$ cat src/rtl/vend_pkg.sv
// Shared definitions for the multi-item vending controller: FSM state
// encoding, error codes, coin one-hot bit positions/values and the
// coin_value() decoder used by both the controller and the change dispenser.
package vend_pkg;

  typedef enum logic [2:0] {
    ST_IDLE   = 3'd0,
    ST_CHECK  = 3'd1,
    ST_VEND   = 3'd2,
    ST_CHANGE = 3'd3,
    ST_THANK  = 3'd4,
    ST_ERROR  = 3'd5
  } state_t;

  localparam logic [1:0] ERR_NONE         = 2'd0;
  localparam logic [1:0] ERR_INSUFFICIENT = 2'd1;
  localparam logic [1:0] ERR_SOLD_OUT     = 2'd2;

  localparam int COIN_1_BIT = 0;
  localparam int COIN_2_BIT = 1;
  localparam int COIN_5_BIT = 2;

  localparam logic [2:0] COIN_1_VAL = 3'd1;
  localparam logic [2:0] COIN_2_VAL = 3'd2;
  localparam logic [2:0] COIN_5_VAL = 3'd5;

  // Dollar value of a one-hot coin vector; anything not one-hot is worth 0.
  function automatic logic [2:0] coin_value(input logic [2:0] coin);
    logic [2:0] value;
    value = 3'd0;
    if ($onehot(coin)) begin
      if (coin[COIN_5_BIT]) begin
        value = COIN_5_VAL;
      end else if (coin[COIN_2_BIT]) begin
        value = COIN_2_VAL;
      end else begin
        value = COIN_1_VAL;
      end
    end
    return value;
  endfunction

endpackage

$ cat src/rtl/vend_change_dispenser.sv
// Greedy change dispenser: load captures the amount to pay out, then the
// largest coin that fits is offered on coin each cycle while the internal
// remainder counts down. done is high whenever nothing is left to pay.
module vend_change_dispenser
  import vend_pkg::*;
#(
  parameter int CREDIT_W = 8
) (
  input  logic                clk,
  input  logic                rst_n,
  input  logic                load,
  input  logic [CREDIT_W-1:0] amount,
  output logic [2:0]          coin,
  output logic                done
);

  logic [CREDIT_W-1:0] remain_reg;
  logic [CREDIT_W-1:0] remain_next;
  logic [2:0]          coin_sel;

  // Pick the largest coin not exceeding the remainder and step the counter.
  always_comb begin
    coin_sel = 3'b000;
    if (remain_reg >= CREDIT_W'(COIN_5_VAL)) begin
      coin_sel[COIN_5_BIT] = 1'b1;
    end else if (remain_reg >= CREDIT_W'(COIN_2_VAL)) begin
      coin_sel[COIN_2_BIT] = 1'b1;
    end else if (remain_reg != '0) begin
      coin_sel[COIN_1_BIT] = 1'b1;
    end
    remain_next = remain_reg - CREDIT_W'(coin_value(coin_sel));
    if (load) begin
      remain_next = amount;
    end
  end

  // Remainder register.
  always_ff @(posedge clk) begin
    if (!rst_n) begin
      remain_reg <= '0;
    end else begin
      remain_reg <= remain_next;
    end
  end

  assign coin = coin_sel;
  assign done = (remain_reg == '0);

endmodule

$ cat src/rtl/vend_ctrl_multi.sv
// Multi-item vending controller with low-stock surcharge, cancel/refund and
// carry-over credit. Define CHANGE_DISPENSE_EN to pay change out coin by
// coin through vend_change_dispenser; otherwise CHANGE lasts one cycle and
// the remainder stays as credit after a vend.
module vend_ctrl_multi
  import vend_pkg::*;
#(
  parameter int NUM_ITEMS        = 4,
  parameter int CREDIT_W         = 8,
  parameter int STOCK_W          = 4,
  parameter int LOW_STOCK_THRESH = 1,
  parameter int SURCHARGE        = 1,
  parameter int THANK_YOU_CYCLES = 100000000
) (
  input  logic                          clk,
  input  logic                          rst_n,
  input  logic [2:0]                    coin_pulse,
  input  logic                          purchase,
  input  logic                          cancel,
  input  logic [$clog2(NUM_ITEMS)-1:0]  item_sel,
  input  logic [NUM_ITEMS*CREDIT_W-1:0] price_flat,
  input  logic [NUM_ITEMS*STOCK_W-1:0]  stock_flat,
  output logic [CREDIT_W-1:0]           credit,
  output logic [CREDIT_W-1:0]           change_due,
  output logic                          vend_pulse,
  output logic [$clog2(NUM_ITEMS)-1:0]  vend_item,
  output logic [2:0]                    dispense_coin,
  output logic                          coin_reject,
  output logic                          error_flag,
  output logic [1:0]                    err_code,
  output logic                          thank_you,
  output logic [2:0]                    state
);

  localparam int SEL_W = $clog2(NUM_ITEMS);
  localparam int SUM_W = CREDIT_W + 1;
  localparam int CNT_W = $clog2(THANK_YOU_CYCLES + 1);

  state_t              state_reg, state_next;
  logic [CREDIT_W-1:0] credit_reg, credit_next;
  logic [CREDIT_W-1:0] change_due_reg, change_due_next;
  logic                vend_pulse_reg, vend_pulse_next;
  logic [SEL_W-1:0]    vend_item_reg, vend_item_next;
  logic                coin_reject_reg, coin_reject_next;
  logic                error_flag_reg, error_flag_next;
  logic [1:0]          err_code_reg, err_code_next;
  logic                thank_you_reg, thank_you_next;
  logic [SEL_W-1:0]    item_reg, item_next;
  logic [CNT_W-1:0]    cnt_reg, cnt_next;

  // Per-item views of the flattened price and stock buses.
  logic [CREDIT_W-1:0] price_arr [NUM_ITEMS];
  logic [STOCK_W-1:0]  stock_arr [NUM_ITEMS];

  genvar gi;
  generate
    for (gi = 0; gi < NUM_ITEMS; gi++) begin : g_unpack
      assign price_arr[gi] = price_flat[gi*CREDIT_W +: CREDIT_W];
      assign stock_arr[gi] = stock_flat[gi*STOCK_W +: STOCK_W];
    end
  endgenerate

  logic [CREDIT_W-1:0] sel_price;
  logic [STOCK_W-1:0]  sel_stock;
  logic                low_stock;
  logic [SUM_W-1:0]    price_sum;
  logic [CREDIT_W-1:0] eff_price;

  // Effective price of the latched item, surcharge saturating at full scale.
  always_comb begin
    sel_price = price_arr[item_reg];
    sel_stock = stock_arr[item_reg];
    low_stock = (sel_stock <= STOCK_W'(LOW_STOCK_THRESH));
    price_sum = {1'b0, sel_price} + (low_stock ? SUM_W'(SURCHARGE) : SUM_W'(0));
    eff_price = price_sum[CREDIT_W] ? '1 : price_sum[CREDIT_W-1:0];
  end

  logic                coin_any;
  logic                coin_ok;
  logic [SUM_W-1:0]    coin_sum;
  logic [CREDIT_W-1:0] credit_in;

  // Coin acceptance: only in IDLE/THANK, single coin, no credit overflow.
  always_comb begin
    coin_any  = |coin_pulse;
    coin_sum  = {1'b0, credit_reg} + SUM_W'(coin_value(coin_pulse));
    coin_ok   = ((state_reg == ST_IDLE) || (state_reg == ST_THANK)) &&
                $onehot(coin_pulse) && !coin_sum[CREDIT_W];
    credit_in = coin_ok ? coin_sum[CREDIT_W-1:0] : credit_reg;
  end

`ifdef CHANGE_DISPENSE_EN
  logic                disp_load;
  logic [CREDIT_W-1:0] disp_amount;
  logic [2:0]          disp_coin;
  logic                disp_done;
  logic [2:0]          dispense_reg, dispense_next;
  logic [CREDIT_W-1:0] disp_val;

  vend_change_dispenser #(
    .CREDIT_W (CREDIT_W)
  ) u_dispenser (
    .clk    (clk),
    .rst_n  (rst_n),
    .load   (disp_load),
    .amount (disp_amount),
    .coin   (disp_coin),
    .done   (disp_done)
  );

  assign disp_val = CREDIT_W'(coin_value(disp_coin));
`endif

  // Next-state and registered-output logic.
  always_comb begin
    state_next       = state_reg;
    credit_next      = credit_in;
    change_due_next  = change_due_reg;
    vend_pulse_next  = 1'b0;
    vend_item_next   = vend_item_reg;
    coin_reject_next = coin_any && !coin_ok;
    error_flag_next  = 1'b0;
    err_code_next    = err_code_reg;
    thank_you_next   = 1'b0;
    item_next        = item_reg;
    cnt_next         = cnt_reg;
`ifdef CHANGE_DISPENSE_EN
    disp_load        = 1'b0;
    disp_amount      = '0;
    dispense_next    = 3'b000;
`endif
    case (state_reg)
      ST_IDLE: begin
        if (cancel) begin
          // Refund everything held, including a coin arriving this cycle.
          if (credit_in != '0) begin
            state_next      = ST_CHANGE;
            change_due_next = credit_in;
`ifdef CHANGE_DISPENSE_EN
            disp_load       = 1'b1;
            disp_amount     = credit_in;
`else
            credit_next     = '0;
`endif
          end
        end else if (purchase) begin
          item_next     = item_sel;
          err_code_next = ERR_NONE;
          state_next    = ST_CHECK;
        end
      end
      ST_CHECK: begin
        if (sel_stock == '0) begin
          state_next      = ST_ERROR;
          error_flag_next = 1'b1;
          err_code_next   = ERR_SOLD_OUT;
        end else if (credit_reg < eff_price) begin
          state_next      = ST_ERROR;
          error_flag_next = 1'b1;
          err_code_next   = ERR_INSUFFICIENT;
        end else begin
          state_next      = ST_VEND;
          vend_pulse_next = 1'b1;
          vend_item_next  = item_reg;
          credit_next     = credit_reg - eff_price;
          change_due_next = credit_reg - eff_price;
        end
      end
      ST_VEND: begin
        state_next = ST_CHANGE;
`ifdef CHANGE_DISPENSE_EN
        disp_load   = 1'b1;
        disp_amount = credit_reg;
`endif
      end
      ST_CHANGE: begin
`ifdef CHANGE_DISPENSE_EN
        if (disp_done) begin
          state_next     = ST_THANK;
          thank_you_next = 1'b1;
          cnt_next       = '0;
        end else begin
          dispense_next   = disp_coin;
          credit_next     = credit_reg - disp_val;
          change_due_next = change_due_reg - disp_val;
        end
`else
        state_next     = ST_THANK;
        thank_you_next = 1'b1;
        cnt_next       = '0;
`endif
      end
      ST_THANK: begin
        if (cnt_reg == CNT_W'(THANK_YOU_CYCLES - 1)) begin
          state_next = ST_IDLE;
          cnt_next   = '0;
        end else begin
          thank_you_next = 1'b1;
          cnt_next       = cnt_reg + CNT_W'(1);
        end
      end
      ST_ERROR: begin
        state_next = ST_IDLE;
      end
      default: begin
        state_next = ST_IDLE;
      end
    endcase
  end

  // State and output registers, cleared by the synchronous reset.
  always_ff @(posedge clk) begin
    if (!rst_n) begin
      state_reg       <= ST_IDLE;
      credit_reg      <= '0;
      change_due_reg  <= '0;
      vend_pulse_reg  <= 1'b0;
      vend_item_reg   <= '0;
      coin_reject_reg <= 1'b0;
      error_flag_reg  <= 1'b0;
      err_code_reg    <= ERR_NONE;
      thank_you_reg   <= 1'b0;
      item_reg        <= '0;
      cnt_reg         <= '0;
    end else begin
      state_reg       <= state_next;
      credit_reg      <= credit_next;
      change_due_reg  <= change_due_next;
      vend_pulse_reg  <= vend_pulse_next;
      vend_item_reg   <= vend_item_next;
      coin_reject_reg <= coin_reject_next;
      error_flag_reg  <= error_flag_next;
      err_code_reg    <= err_code_next;
      thank_you_reg   <= thank_you_next;
      item_reg        <= item_next;
      cnt_reg         <= cnt_next;
    end
  end

`ifdef CHANGE_DISPENSE_EN
  // Change-coin pulse register.
  always_ff @(posedge clk) begin
    if (!rst_n) begin
      dispense_reg <= 3'b000;
    end else begin
      dispense_reg <= dispense_next;
    end
  end

  assign dispense_coin = dispense_reg;
`else
  assign dispense_coin = 3'b000;
`endif

  assign credit      = credit_reg;
  assign change_due  = change_due_reg;
  assign vend_pulse  = vend_pulse_reg;
  assign vend_item   = vend_item_reg;
  assign coin_reject = coin_reject_reg;
  assign error_flag  = error_flag_reg;
  assign err_code    = err_code_reg;
  assign thank_you   = thank_you_reg;
  assign state       = state_reg;

endmodule
$ cat config.mk
export PLATFORM = sky130hd
export DESIGN_NAME = vend_ctrl_multi
export DESIGN_NICKNAME = d
export VERILOG_FILES = /design/src/rtl/vend_pkg.sv /design/src/rtl/vend_change_dispenser.sv /design/src/rtl/vend_ctrl_multi.sv
export SDC_FILE = /design/constraint.sdc
export NUM_CORES = 1
export LEC_CHECK = 0
export ABC_CLOCK_PERIOD_IN_PS = 8800
export CORE_UTILIZATION = 45
export CTS_CLUSTER_SIZE = 24
export DETAILED_ROUTE_END_ITERATION = 6
export PLACE_DENSITY = 0.72
export SLEW_MARGIN = 20
export SYNTH_ARGS = -nofsm -noshare
export SYNTH_HDL_FRONTEND = slang
export SYNTH_SLANG_ARGS = --single-unit
$ cat constraint.sdc
create_clock -name clk -period 8.8 [get_ports clk]
set_input_delay 1.76 -clock clk [delete_from_list [all_inputs] [get_ports clk]]
set_output_delay 1.76 -clock clk [all_outputs]
set_load 0.02 [all_outputs]
==> metrics.cfg <==
[timing]
relSlewSlack_pct = 39.5
rsz0062_at_grt = false
hold_violations = 0
fin_tns_setup_ns = 0
finalCritPeriodShare_pct = 70.3
setup_viol = 0
fmax_ghz = 0.162
worst_slack_ns = 2.61
finalMaxSlewViolations = 0
skew_ns = 0.0100
tightestPinTransition_ns = 0.900
finalCriticalPeriod_ns = 6.19

[pwr]
powerDensity_nw_per_um2 = 133
p_leak_nw = 1.74
peakVddDrop_mv = 0.0639

[floorplan]
die_area_um2 = 9240
die_width_um = 96.1
die_h_um = 96.1
num_io_pins = 87
core_um2 = 8380
start_util_pct = 47.5
fp-row-count = 33

[synthesis]
synthesis.area_um2 = 3990
ys_top_cells_by_area = dfxtp_1, a21oi_1, nand2_1
synth_ff_type = dfxtp_1
yosysTopAreaCellShare_pct = 28.1
synth.top_cells.by_count = dfxtp_1, nand2_1, a21oi_1
ys_warn_count = 0
syn_inst = 507
ys_ff_latch = 56
synth_edf_count = 0
yosysMostFrequentCell = dfxtp_1
synthArstFlopShare_pct = 0
syn_avg_cell_area_um2 = 7.86
seq_area_frac_synth_pct = 28.1
synth_cell_types = 70
synth.largest_area_cell = dfxtp_1

[detailed_routing]
routedWlPerCell_um = 15.6
postRouteWirelength_mm = 10.6
drt_iter0_markers = 238
vias = 4041
drtPass1Iterations = 5
drcViolationCount = 0
drt-vias-per-instance = 5.94
antenna_left = 0

[worst_setup_path]
cp.arrival_ns = 6.43
critPathMaxFanout = 13
worstReg2RegEnd = change_due[1]
crit_path_end_kind = flip-flop
cp.required_ns = 9.04
ff2ff_path_depth = 15
worstSetupPathType = input pin to flip-flop
r2r_start = item_reg[0]
cp-start-kind = input pin
rrSetupSlack_ns = 3.66

[clock_tree]
holdBufCountCts = 0
cts_tree = yes
clk_latency_ns = 0.31
cts_made_buffers = 5
clockRootBuffer = clkbuf_8
clock-sinks = 56
post-cts-setup-buffer-count = 0
cts-htree-levels = 2
clkTransAtPathRegs_ns = 0.10
post_cts_resized = 0
clockBufferDepth = 2

[outcome]
outcome = finished clean

[place]
dp_hpwl_mm = 8.11
dp_slack_ns = 2.33
place.gp.congestion = 0.861
port_buffers = 83

[global_routing]
antenna_found_initial = 0
grt_max_degree = 44
grt.total_usage_pct = 23.7
grt_pass1_vias = 3605
grt_pass1_wl_mm = 17.1
grt_overflow = 0

[min_path]
whs_endpoint = change_due[2]
min_from = change_due[2]
whs_path_depth = 2
hold_path.class = flip-flop to flip-flop

[cells_and_area]
final.fill_count = 808
drive_above_1_share_pct = 5.74
area_delta_synth_final_pct = 23.9
largest_reg_flops = 27
nets = 649
diodes = 0

[run]
max-cap-violations = 0

-- power breakdown --
part	switching, mW	total, mW	leakage, nW	internal [mW]
registers	0.0193	0.283	0.453	0.263
logic	0.127	0.232	1.24	0.104
clock network	0.0873	0.144	0.0456	0.0571
-- per-stage QoR --
| stage | std cells | hold slack, ns | area [µm²] | total power [mW] | utilization [%] |
|---|---|---|---|---|---|
| after floorplan | 509 | 0.453 | 3990 | 0.443 | - |
| after global placement | 672 | 0.453 | 4850 | 0.516 | 57.9 |
| after detailed placement | 672 | 0.450 | 4850 | 0.518 | 57.9 |
| after CTS | 680 | 0.469 | 4940 | 0.662 | 58.9 |
| after global routing | 680 | 0.494 | 4940 | 0.702 | 58.9 |
| final | 680 | 0.472 | 4940 | 0.659 | 58.9 |
-- critical path, stage by stage --
cell,delay [ns]
clkdlybuf4s50_1,0.39
or4b_2,0.68
a31oi_1,0.21
ha_1,0.19
ha_1,0.20
nand4_1,0.16
nor2_1,0.30
a21oi_1,0.08
ha_1,0.35
a21o_1,0.21
or4_1,0.40
o21ai_1,0.37
nor2_1,0.18
nand2_1,0.38
and2_1,0.35
mux2i_1,0.21
-- cell type report --
class / count / area [µm²] / share of cell area [%]
flip-flops and latches: 56 / 1120 / 22.7
clock inverters: 2 / 13.8 / 0.279
inverters: 15 / 56.3 / 1.14
well taps: 105 / 131 / 2.66
multi-input cells: 409 / 2680 / 54.3
clock buffers: 6 / 72.6 / 1.47
repair buffers: 87 / 861 / 17.4
-- worst max path at each step --
| stage | start | end | slack [ns] | depth (start not counted) |
|---|---|---|---|---|
| after floorplan | stock_flat[13] | change_due[2] | 3.26 | 16 |
| after global placement | stock_flat[13] | change_due[1] | 2.45 | 16 |
| after detailed placement | stock_flat[13] | change_due[5] | 2.33 | 16 |
| after CTS | stock_flat[13] | change_due[0] | 2.65 | 16 |
| after global routing | stock_flat[13] | change_due[5] | 2.34 | 16 |
| final | stock_flat[13] | change_due[1] | 2.61 | 16 |
-- logic make-up after synthesis --
family                   count (synthesis)  share of synthesized area (%)
AO/OA/AOI/OAI                          139                           22.1
XOR/XNOR                                10                           2.20
adder cells (fa/ha/maj)                 18                           6.22
buffers and inverters                   44                           4.87
flip-flops                              56                           28.1
multiplexers                            24                           8.60
other                                    1                         0.0941
AND/OR/NAND/NOR                        215                           27.8
-- routing by layer --
layer	up-vias	GRT usage (%)	wire length (µm)
li1	2009	-	-
met1	1907	30.0	4660
met2	112	41.7	5340
met3	13	3.40	470
met4	0	5.97	173
met5	-	0	0
-- cell usage in the layout, fill, tap and decap left out, types with 6 or more instances in the layout --
master	n
nor2_1	45
and3_1	6
xnor2_1	8
o21ai_0	32
mux2i_1	14
mux4_2	8
or3_1	7
nor4_1	11
and2_1	7
nor3b_1	6
nand3_1	25
clkdlybuf4s50_1	83
a21oi_1	48
inv_1	14
nand4_1	6
a31oi_1	9
o21a_1	7
nor3_1	15
nand2_1	55
ha_1	15
dfxtp_1	56
Note: power is estimated with default switching activity, not from simulation.
